--- config.mk ---
export PLATFORM = sky130hd
export DESIGN_NAME = tl_ecc_dmem_ctrl
export DESIGN_NICKNAME = d
export VERILOG_FILES = /design/src/rtl/tl_ecc_dmem_ctrl_pkg.sv /design/src/rtl/tl_ecc_dmem_ctrl_secded.sv /design/src/rtl/tl_ecc_dmem_ctrl.sv
export SDC_FILE = /design/constraint.sdc
export NUM_CORES = 1
export LEC_CHECK = 0
export CORE_MARGIN = 8
export CORE_UTILIZATION = 40
export DETAILED_ROUTE_END_ITERATION = 10
export PLACE_DENSITY = 0.7
export SYNTH_ARGS = -nofsm -noshare
export SYNTH_HDL_FRONTEND = slang
export SYNTH_SLANG_ARGS = --single-unit
--- constraint.sdc ---
create_clock -name clk -period 4.8 [get_ports clk]
set_clock_uncertainty 0.2 [all_clocks]
set_input_delay 0.48 -clock clk [delete_from_list [all_inputs] [get_ports clk]]
set_output_delay 0.48 -clock clk [all_outputs]
set_load 0.03 [all_outputs]
--- src/rtl/tl_ecc_dmem_ctrl_pkg.sv ---
// Shared definitions for the ECC-protected TileLink-UL data-memory controller.
// Holds the TileLink opcode constants, the controller FSM state type, the
// codeword geometry and the SECDED (39,32) parity-check matrix with a helper
// that computes the 7 check bits for a 32-bit data word.
package tl_ecc_dmem_ctrl_pkg;

  localparam int DATA_W   = 32;
  localparam int CHECK_W  = 7;
  localparam int CW_WIDTH = 39;

  // Channel A opcodes
  localparam logic [2:0] OP_PUT_FULL    = 3'd0;
  localparam logic [2:0] OP_PUT_PARTIAL = 3'd1;
  localparam logic [2:0] OP_GET         = 3'd4;
  // Channel D opcodes
  localparam logic [2:0] OP_ACK         = 3'd0;
  localparam logic [2:0] OP_ACK_DATA    = 3'd1;

  typedef enum logic [2:0] {
    IDLE   = 3'd0,
    WR     = 3'd1,
    RD     = 3'd2,
    CHK    = 3'd3,
    RMW_WR = 3'd4,
    RESP   = 3'd5
  } state_e;

  // Parity-check matrix columns for data bits 31..0 (listed MSB first).
  // Every data column has weight 3 and the check-bit columns are the unit
  // vectors, so any single-bit error gives an odd-weight syndrome equal to
  // one column and any double-bit error gives a non-zero even-weight one.
  localparam logic [31:0][6:0] SECDED_H = {
    7'h62, 7'h61, 7'h58, 7'h54, 7'h52, 7'h51, 7'h4C, 7'h4A,
    7'h49, 7'h46, 7'h45, 7'h43, 7'h38, 7'h34, 7'h32, 7'h31,
    7'h2C, 7'h2A, 7'h29, 7'h26, 7'h25, 7'h23, 7'h1C, 7'h1A,
    7'h19, 7'h16, 7'h15, 7'h13, 7'h0E, 7'h0D, 7'h0B, 7'h07
  };

  function automatic logic [CHECK_W-1:0] calc_check(input logic [DATA_W-1:0] data);
    logic [CHECK_W-1:0] chk;
    chk = '0;
    for (int i = 0; i < DATA_W; i++) begin
      if (data[i]) chk = chk ^ SECDED_H[i];
    end
    return chk;
  endfunction

endpackage

--- src/rtl/tl_ecc_dmem_ctrl_secded.sv ---
// SECDED (39,32) encoder and decoder, purely combinational.
// Codeword layout is {check[6:0], data[31:0]}.
// Ports:
//   enc_data_i     data word to encode
//   enc_cw_o       encoded codeword
//   dec_cw_i       codeword read back from memory
//   dec_syndrome_o recomputed check bits XOR stored check bits
//   dec_data_o     data with a single-bit error corrected
//   dec_single_o   syndrome matches exactly one codeword bit
//   dec_double_o   non-zero syndrome that matches no single bit
module secded_39_32
  import tl_ecc_dmem_ctrl_pkg::*;
(
  input  logic [DATA_W-1:0]   enc_data_i,
  output logic [CW_WIDTH-1:0] enc_cw_o,
  input  logic [CW_WIDTH-1:0] dec_cw_i,
  output logic [CHECK_W-1:0]  dec_syndrome_o,
  output logic [DATA_W-1:0]   dec_data_o,
  output logic                dec_single_o,
  output logic                dec_double_o
);

  always_comb begin
    enc_cw_o = {calc_check(enc_data_i), enc_data_i};
  end

  always_comb begin
    dec_syndrome_o = calc_check(dec_cw_i[DATA_W-1:0]) ^ dec_cw_i[CW_WIDTH-1:DATA_W];
    dec_data_o     = dec_cw_i[DATA_W-1:0];
    dec_single_o   = 1'b0;
    // Data-bit error: flip the matching bit back.
    for (int i = 0; i < DATA_W; i++) begin
      if (dec_syndrome_o == SECDED_H[i]) begin
        dec_data_o[i] = ~dec_cw_i[i];
        dec_single_o  = 1'b1;
      end
    end
    // Check-bit error: data is already correct, still reported as corrected.
    for (int j = 0; j < CHECK_W; j++) begin
      if (dec_syndrome_o == (7'd1 << j)) dec_single_o = 1'b1;
    end
    dec_double_o = (dec_syndrome_o != '0) && !dec_single_o;
  end

endmodule

--- src/rtl/tl_ecc_dmem_ctrl.sv ---
// TileLink-UL slave in front of a single-port SECDED-protected data memory.
// Get reads and checks a word; PutFullData with all lanes writes directly;
// partial puts read, correct, merge and write back the whole codeword.
// Ports:
//   clk, rst          clock, synchronous active-low reset
//   a_*               TileLink channel A (request)
//   d_*               TileLink channel D (response)
//   mem_*             data-memory port, read data valid the cycle after access
//   err_corr/uncorr   one-cycle pulses for corrected / uncorrectable errors
// Handshake: a transfer on either channel happens on a rising edge where
// valid and ready are both 1; once d_valid rises, it and every d_* field hold
// until that edge, and a_ready is 1 only while the controller is idle.
module tl_ecc_dmem_ctrl
  import tl_ecc_dmem_ctrl_pkg::*;
#(
  parameter int ADDR_WIDTH   = 13,
  parameter int SOURCE_WIDTH = 4
) (
  input  logic                    clk,
  input  logic                    rst,
  input  logic                    a_valid,
  output logic                    a_ready,
  input  logic [2:0]              a_opcode,
  input  logic [1:0]              a_size,
  input  logic [SOURCE_WIDTH-1:0] a_source,
  input  logic [ADDR_WIDTH+1:0]   a_address,
  input  logic [3:0]              a_mask,
  input  logic [31:0]             a_data,
  output logic                    d_valid,
  input  logic                    d_ready,
  output logic [2:0]              d_opcode,
  output logic [1:0]              d_size,
  output logic [SOURCE_WIDTH-1:0] d_source,
  output logic                    d_denied,
  output logic                    d_corrupt,
  output logic [31:0]             d_data,
  output logic                    mem_clk_en,
  output logic [ADDR_WIDTH-1:0]   mem_addr,
  output logic                    mem_write_en,
  output logic [CW_WIDTH-1:0]     mem_write_data,
  input  logic [CW_WIDTH-1:0]     mem_read_data,
  output logic                    err_corr,
  output logic                    err_uncorr
);

  state_e                  state_q;
  logic                    a_ready_q;
  logic                    d_valid_q;
  logic [2:0]              d_opcode_q;
  logic [1:0]              d_size_q;
  logic [SOURCE_WIDTH-1:0] d_source_q;
  logic                    d_denied_q;
  logic                    d_corrupt_q;
  logic [31:0]             d_data_q;
  logic                    mem_clk_en_q;
  logic                    mem_write_en_q;
  logic [ADDR_WIDTH-1:0]   mem_addr_q;
  logic [31:0]             wdata_q;
  logic [3:0]              mask_q;
  logic                    is_get_q;
  logic                    err_corr_q;
  logic                    err_uncorr_q;

  logic [6:0]  dec_syndrome;
  logic [31:0] dec_data;
  logic        dec_single;
  logic        dec_double;
  logic [31:0] merge_d;

  logic req_get;
  logic req_put;
  logic req_legal;

  assign req_get   = (a_opcode == OP_GET);
  assign req_put   = (a_opcode == OP_PUT_FULL) || (a_opcode == OP_PUT_PARTIAL);
  assign req_legal = (req_get || req_put) && (a_size != 2'd3);

  // The encoder always sees the pending write word, so mem_write_data is
  // ready in WR (direct put) and in RMW_WR (merged word).
  secded_39_32 u_secded (
    .enc_data_i     (wdata_q),
    .enc_cw_o       (mem_write_data),
    .dec_cw_i       (mem_read_data),
    .dec_syndrome_o (dec_syndrome),
    .dec_data_o     (dec_data),
    .dec_single_o   (dec_single),
    .dec_double_o   (dec_double)
  );

  // Written lanes come from the request, the rest from the corrected read.
  always_comb begin
    merge_d = dec_data;
    for (int i = 0; i < 4; i++) begin
      if (mask_q[i]) merge_d[8*i +: 8] = wdata_q[8*i +: 8];
    end
  end

  always_ff @(posedge clk) begin
    if (!rst) begin
      state_q        <= IDLE;
      a_ready_q      <= 1'b1;
      d_valid_q      <= 1'b0;
      d_opcode_q     <= OP_ACK;
      d_size_q       <= '0;
      d_source_q     <= '0;
      d_denied_q     <= 1'b0;
      d_corrupt_q    <= 1'b0;
      d_data_q       <= '0;
      mem_clk_en_q   <= 1'b0;
      mem_write_en_q <= 1'b0;
      mem_addr_q     <= '0;
      wdata_q        <= '0;
      mask_q         <= '0;
      is_get_q       <= 1'b0;
      err_corr_q     <= 1'b0;
      err_uncorr_q   <= 1'b0;
    end else begin
      err_corr_q   <= 1'b0;
      err_uncorr_q <= 1'b0;
      case (state_q)
        IDLE: begin
          if (a_valid) begin
            a_ready_q   <= 1'b0;
            d_size_q    <= a_size;
            d_source_q  <= a_source;
            mem_addr_q  <= a_address[ADDR_WIDTH+1:2];
            wdata_q     <= a_data;
            mask_q      <= a_mask;
            is_get_q    <= req_get;
            d_denied_q  <= 1'b0;
            d_corrupt_q <= 1'b0;
            d_opcode_q  <= req_get ? OP_ACK_DATA : OP_ACK;
            if (!req_legal) begin
              d_denied_q <= 1'b1;
              d_valid_q  <= 1'b1;
              state_q    <= RESP;
            end else if (req_get) begin
              mem_clk_en_q <= 1'b1;
              state_q      <= RD;
            end else if (a_mask == 4'h0) begin
              d_valid_q <= 1'b1;
              state_q   <= RESP;
            end else if ((a_opcode == OP_PUT_FULL) && (a_mask == 4'hF)) begin
              mem_clk_en_q   <= 1'b1;
              mem_write_en_q <= 1'b1;
              state_q        <= WR;
            end else begin
              mem_clk_en_q <= 1'b1;
              state_q      <= RD;
            end
          end
        end
        WR: begin
          mem_clk_en_q   <= 1'b0;
          mem_write_en_q <= 1'b0;
          d_valid_q      <= 1'b1;
          state_q        <= RESP;
        end
        RD: begin
          mem_clk_en_q <= 1'b0;
          state_q      <= CHK;
        end
        CHK: begin
          if (dec_double) begin
            err_uncorr_q <= 1'b1;
            if (is_get_q) begin
              d_corrupt_q <= 1'b1;
              d_data_q    <= mem_read_data[31:0];
            end else begin
              // Never write back a merge built on uncorrectable data.
              d_denied_q <= 1'b1;
            end
            d_valid_q <= 1'b1;
            state_q   <= RESP;
          end else begin
            err_corr_q <= dec_single;
            if (is_get_q) begin
              d_data_q  <= dec_data;
              d_valid_q <= 1'b1;
              state_q   <= RESP;
            end else begin
              wdata_q        <= merge_d;
              mem_clk_en_q   <= 1'b1;
              mem_write_en_q <= 1'b1;
              state_q        <= RMW_WR;
            end
          end
        end
        RMW_WR: begin
          mem_clk_en_q   <= 1'b0;
          mem_write_en_q <= 1'b0;
          d_valid_q      <= 1'b1;
          state_q        <= RESP;
        end
        RESP: begin
          if (d_ready) begin
            d_valid_q   <= 1'b0;
            d_denied_q  <= 1'b0;
            d_corrupt_q <= 1'b0;
            a_ready_q   <= 1'b1;
            state_q     <= IDLE;
          end
        end
        default: begin
          mem_clk_en_q   <= 1'b0;
          mem_write_en_q <= 1'b0;
          d_valid_q      <= 1'b0;
          a_ready_q      <= 1'b1;
          state_q        <= IDLE;
        end
      endcase
    end
  end

  assign a_ready      = a_ready_q;
  assign d_valid      = d_valid_q;
  assign d_opcode     = d_opcode_q;
  assign d_size       = d_size_q;
  assign d_source     = d_source_q;
  assign d_denied     = d_denied_q;
  assign d_corrupt    = d_corrupt_q;
  assign d_data       = d_data_q;
  assign mem_clk_en   = mem_clk_en_q;
  assign mem_addr     = mem_addr_q;
  assign mem_write_en = mem_write_en_q;
  assign err_corr     = err_corr_q;
  assign err_uncorr   = err_uncorr_q;

  // Byte offset is ignored (word-only memory); the syndrome itself is
  // summarised by the single/double flags.
  logic unused_ok;
  assign unused_ok = ^{a_address[1:0], dec_syndrome};

endmodule

==> impl_metrics.yaml, run 1 <==
setup_path:
  rr_worst_depth: 5
  critical_path.startpoint: "mem_read_data[25]"
  crit_required_ps: 4890
  reg2reg_slack_ps: 2040
  worstPathArrival_ps: 4270
  critPathMaxFanout: 7
  critPathLaunchType: "input port"
  setup.worst_path.end: "wdata_q[12]$_SDFFE_PN0P_"
  r2r_start: "state_q[0]$_SDFFE_PN0P_"
  cp-end-kind: "flop"
  worst_r2r_endpoint: "wdata_q[24]$_SDFFE_PN0P_"
  crit_type: "input port to flop"
placement:
  place_ws_ps: 293
  place_inst: 1209
  io_buffers: 199
  place_congestion: 0.942
  place_area_um2: 8990
  place_hpwl_mm: 19.0
timing:
  fin_crit_ps: 4180
  maxSlewViolCount: 0
  hold_viol_final: 0
  fin_tns_setup_ps: 0
  layout_setup_ws_ps: 617
  worst_pin_slew_ps: 1110
  maxSlewHeadroom_pct: 25.7
  fmax_mhz: 239
  finalSetupViolCount: 0
  period_share_pct: 87.1
  rsz0062_at_grt: "false"
logic_synthesis:
  synth.cell_area_um2: 6530
  synth_ff_type: "dfxtp_1"
  ys_ff_latch: 99
  synthCells: 790
  synth_cell_types: 64
  synth_seq_area_share_pct: 30.4
  synthArstFlopShare_pct: 0
  syn_area_per_cell_um2: 8.26
  synth.top_cell.area_share_pct: 30.4
  ys_top_cells_by_count: "133 x xnor2_1, 127 x nand2_1, 99 x dfxtp_1"
  synth-edff-count: 0
  ys_warn_count: 0
  ys_top_cells_by_area: "dfxtp_1 30%, xnor2_1 18%, nand2_1 7.3%"
  yosysMostFrequentCell: "xnor2_1"
  synth_largest_area_cell: "dfxtp_1"
detailed_routing:
  drc: 0
  vias: 6482
  wl_mm: 23.7
  vias_per_cell: 5.29
  dr.first_iter.drc_count: 596
  wl_per_cell_um: 19.4
  firstDrtPassIters: 5
  detail-route-antenna-nets: 0
pwr:
  swShare_pct: 43.8
  combPwrFrac_pct: 60.0
  total_power_w: 0.00431
  p_per_area_nw_per_um2: 463
  p_sw_w: 0.00189
  max-vdd-ir-drop_uv: 344
  p_int_w: 0.00242
  seqPwrFrac_pct: 21.9
  p_leak_nw: 3.32
  pwr-share-clk_pct: 18.1
floorplanning:
  die_area_um2: 20700
  rows: 46
  die_h_um: 144
  ios: 204
  initial_utilization_pct: 40.9
  die_w_um: 144
  core_area_um2: 15900
grt:
  grt_pass1_vias: 6191
  antenna_found_initial: 0
  grt_usage_pct: 22.5
  grt_max_degree: 56
  grt_pass1_wl_mm: 35.6
  overflow: 0
clocking:
  cts_resized: 0
  clock_path_buffers: 2
  cts_tree: "done"
  path_clk_slew_ps: 70
  hold_buffers: 0
  clk_latency_ps: 360
  cts.sinks: 99
  postCtsSetupBuffers: 0
  cts_made_buffers: 9
  cts_root_buf: "clkbuf_16"
  h-tree-depth: 3
finish:
  nets: 1107
  area_delta_synth_final_pct: 42.6
  fin_area_um2: 9310
  drive_gt1_share_pct: 9.22
  diodes: 0
  final_cells: 1225
run:
  drv_cap: 0
outcome:
  status: "finished clean"
min_path:
  hp-class: "flop to flop"
==> worst max-delay path, stage by stage <==
cell	delay, ps
clkdlybuf4s50_1	600
xnor3_1	370
xnor2_1	300
xnor3_1	600
nor2_1	300
nand2_1	210
nor3_1	350
a311oi_2	120
and4_1	260
a21boi_2	190
buf_4	170
o221ai_1	130
a21oi_1	170
==> metrics by stage <==
stage	util, %	hold WS (ps)
after floorplan	-	236
after global placement	56.4	235
after detailed placement	56.4	241
after CTS	58.4	257
after global routing	58.4	273
final	58.4	254
==> routing by layer <==
metal  wire (um)  GRT usage [%]  vias up
met2       11400           37.6      227
met3        1630           3.88       26
met1       10300           28.9     3041
met5           0              0        -
li1            -              -     3188
met4         357           6.86        0
==> state kept, by name (all words and copies together) (netlist names) <==
name,cells
wdata_q,32
d_corrupt,1
d_data,32
d_source,4
err_uncorr,1
mem_addr,13
d_valid,1
mem_clk_en,1
a_ready,1
mem_write_en,1
d_denied,1
mask_q,4
state_q,3
is_get_q,1
d_size,2
err_corr,1
==> power groups by stage <==
stage	logic [W]	registers [W]	clock network [W]
global route	0.00277	0.000951	0.000823
floorplan	0.00155	0.00104	0
finish	0.00259	0.000943	0.000779
detailed placement	0.00257	0.000962	0
global placement	0.00257	0.000960	0
CTS	0.00258	0.000943	0.000790
==> logic make-up after synthesis <==
logic type	after synthesis	share of synthesized area [%]
buffers and inverters	53	3.51
AO/OA/AOI/OAI	196	19.3
flip-flops	99	30.4
AND/OR/NAND/NOR	264	18.5
XOR/XNOR	177	28.2
other	1	0.0575
==> area by class of cell <==
class	count	area (um2)
clock buffer	9	225
sequential	99	1980
timing repair buffer	251	2380
fill	1501	6640
tap	216	270
inverter	4	15.0
multi-input combinational	639	4340
clock inverter	7	93.8
==> how the worst min path moves through the flow <==
stage / depth (start not counted) / endpoint / from
floorplan: 2 / mask_q[0]$_SDFFE_PN0P_ / mask_q[0]$_SDFFE_PN0P_
global placement: 2 / d_data[23]$_SDFFE_PN0P_ / d_data[23]$_SDFFE_PN0P_
detailed placement: 2 / d_data[15]$_SDFFE_PN0P_ / d_data[15]$_SDFFE_PN0P_
CTS: 2 / d_data[23]$_SDFFE_PN0P_ / d_data[23]$_SDFFE_PN0P_
global route: 2 / mem_addr[6]$_SDFFE_PN0P_ / mem_addr[6]$_SDFFE_PN0P_
finish: 2 / d_data[15]$_SDFFE_PN0P_ / d_data[15]$_SDFFE_PN0P_
==> cell usage in the layout, fill, tap and decap left out, types with 3 or more instances in the layout <==
master / instances
a211oi_1: 3
a21oi_1: 66
a41o_1: 9
buf_4: 52
clkbuf_16: 9
clkdlybuf4s50_1: 199
dfxtp_1: 99
inv_1: 4
nand2_1: 126
nand3_1: 37
nand4_1: 5
nor2_1: 44
nor3_1: 17
nor4_1: 5
o211ai_1: 11
o21a_1: 4
o21ai_0: 58
o21ai_2: 3
o221ai_1: 15
or3_1: 8
xnor2_1: 133
xnor3_1: 12
xnor3_2: 3
xor2_1: 23
xor3_1: 5
No activity file was read; power rests on OpenSTA's default activity.
==> inputs of run 2 (changes only) <==
SLEW_MARGIN = 20   (was default)
==> run 2 against run 1 <==
Fmax fell by 0.39%; sequential share of layout area is essentially flat; critical path depth unchanged; power up 0.27%; critical path type unchanged; combinational power about the same; register-to-register slack gained 30 ps; utilization hardly changed; largest cell class unchanged; clock power about the same; hold slack about the same.
==> impl_metrics.yaml, run 2 (synthesis gave the netlist of run 1 again) <==
detailed_routing:
  met2RoutedLength_mm: 11.4
  firstDrtPassIters: 5
  wl_met3_mm: 1.70
  highest_layer: "met4"
  wl_mm: 23.8
  m1WireLength_mm: 10.3
  detail-route-antenna-nets: 0
  wl_per_cell_um: 19.4
  dr.first_iter.drc_count: 606
  vias_per_cell: 5.32
  drc: 0
  vias: 6520
setup_path:
  slowest_stage: "clkdlybuf4s50_1"
  crit_top_cell: "xnor3_1"
  worstPathArrival_ps: 4280
  crit_required_ps: 4880
  path_cells: "clkdlybuf4s50_1 -> xnor3_1 -> xnor2_1 -> xnor3_1 -> nor2_1 -> nand2_1 -> nor3_1 -> a311oi_2 -> and4_1 -> a21boi_2 -> buf_4 -> o221ai_1 -> a21oi_1"
  crit_type: "input port to flop"
  cp-end-kind: "flop"
  critPathLaunchType: "input port"
  critical_path.startpoint: "mem_read_data[25]"
  critPathMaxFanout: 7
  r2r_start: "state_q[0]$_SDFFE_PN0P_"
  cpPeakStageDelay_ps: 610
clocking:
  cts_resized: 0
  clk_latency_ps: 350
  path_clk_slew_ps: 70
  postCtsSetupBuffers: 0
  cts_made_buffers: 9
  cts_root_buf: "clkbuf_16"
  cts_tree: "done"
  h-tree-depth: 3
  clock_path_buffers: 2
  cts.sinks: 99
  hold_buffers: 0
finish:
  area_delta_synth_final_pct: 42.7
  drive_gt1_share_pct: 9.32
  final_common_cell: "clkdlybuf4s50_1"
  final_cell_mix: "199 x clkdlybuf4s50_1, 133 x xnor2_1, 126 x nand2_1"
  diodes: 0
  nets: 1107
  fin_area_um2: 9310
timing:
  hold_viol_final: 0
  fin_tns_setup_ps: 0
  rsz0062_at_grt: "false"
  fmax_mhz: 238
  maxSlewHeadroom_pct: 49.9
  worst_pin_slew_ps: 750
  finalSetupViolCount: 0
  period_share_pct: 87.5
  fin_crit_ps: 4200
  maxSlewViolCount: 0
grt:
  grt_pass1_vias: 6191
  antenna_found_initial: 0
  grt_usage_pct: 22.5
  overflow: 0
  grt_max_degree: 56
  grt_pass1_wl_mm: 35.6
floorplanning:
  die_w_um: 144
  ios: 204
  rows: 46
  die_area_um2: 20700
  initial_utilization_pct: 40.9
  die_h_um: 144
  core_area_um2: 15900
run:
  drv_cap: 0
pwr:
  max-vdd-ir-drop_uv: 344
  p_leak_nw: 3.32
  p_per_area_nw_per_um2: 464
min_path:
  hold_start: "d_data[15]$_SDFFE_PN0P_"
  hp-class: "flop to flop"
placement:
  place_hpwl_mm: 19.0
  place_congestion: 0.942
  place_area_um2: 8990
  io_buffers: 199
outcome:
  status: "finished clean"
[run 2: cell count changes in the layout (fill, tap and decap cells not counted)]
cell,change
nand3_1,-1
nand3_2,+1
[run 2: final timing paths]
kind | end | slack (ps) | depth (start not counted)
max | wdata_q[12]$_SDFFE_PN0P_ | 600 | 13
min | d_data[15]$_SDFFE_PN0P_ | 250 | 2
min reg2reg | d_data[15]$_SDFFE_PN0P_ | 250 | 2
max reg2reg | wdata_q[24]$_SDFFE_PN0P_ | 2070 | 5
[run 2: report_power, final]
group          switching [W]  leakage [nW]  internal, W
clock               0.000360         0.153     0.000419
sequential         0.0000662         0.805     0.000877
combinational        0.00147          2.37      0.00113
total                0.00190          3.32      0.00242
[run 2: critical path: cells and delay by family]
kind,cells,cell delay (ps)
AOI/OAI and AO/OA,4,600
and+or+nand+nor,4,1130
buffers and inverters,2,780
xor gates and xnor gates,3,1270
[run 2: metrics by stage]
step	worst slack [ps]	hold slack [ps]	instances	utilization, %	power (W)
6_report	601	253	1225	58.4	0.00432
5_1_grt	392	273	1225	58.4	0.00454
4_1_cts	655	257	1225	58.4	0.00431
3_5_place_dp	293	241	1209	56.4	0.00353
3_3_place_gp	312	235	1209	56.4	0.00353
2_1_floorplan	1150	236	791	-	0.00258
[run 2: layout make-up]
class	count	area (um2)
Tap cell	216	270
Fill cell	1498	6630
Multi-Input combinational cell	639	4340
Clock buffer	9	225
Inverter	4	15.0
Clock inverter	7	93.8
Sequential cell	99	1980
Timing Repair Buffer	251	2380
[run 2: layer usage]
metal | global-route usage [%] | up-vias
met5 | 0 | -
met1 | 28.9 | 3057
met3 | 3.88 | 30
met4 | 6.86 | 0
met2 | 37.6 | 244
li1 | - | 3189
==> inputs of run 3 (changes only) <==
CTS_CLUSTER_DIAMETER = 80   (was default)
==> results of run 3 <==
Final layout, timing and power as in run 2 (identical DEF).
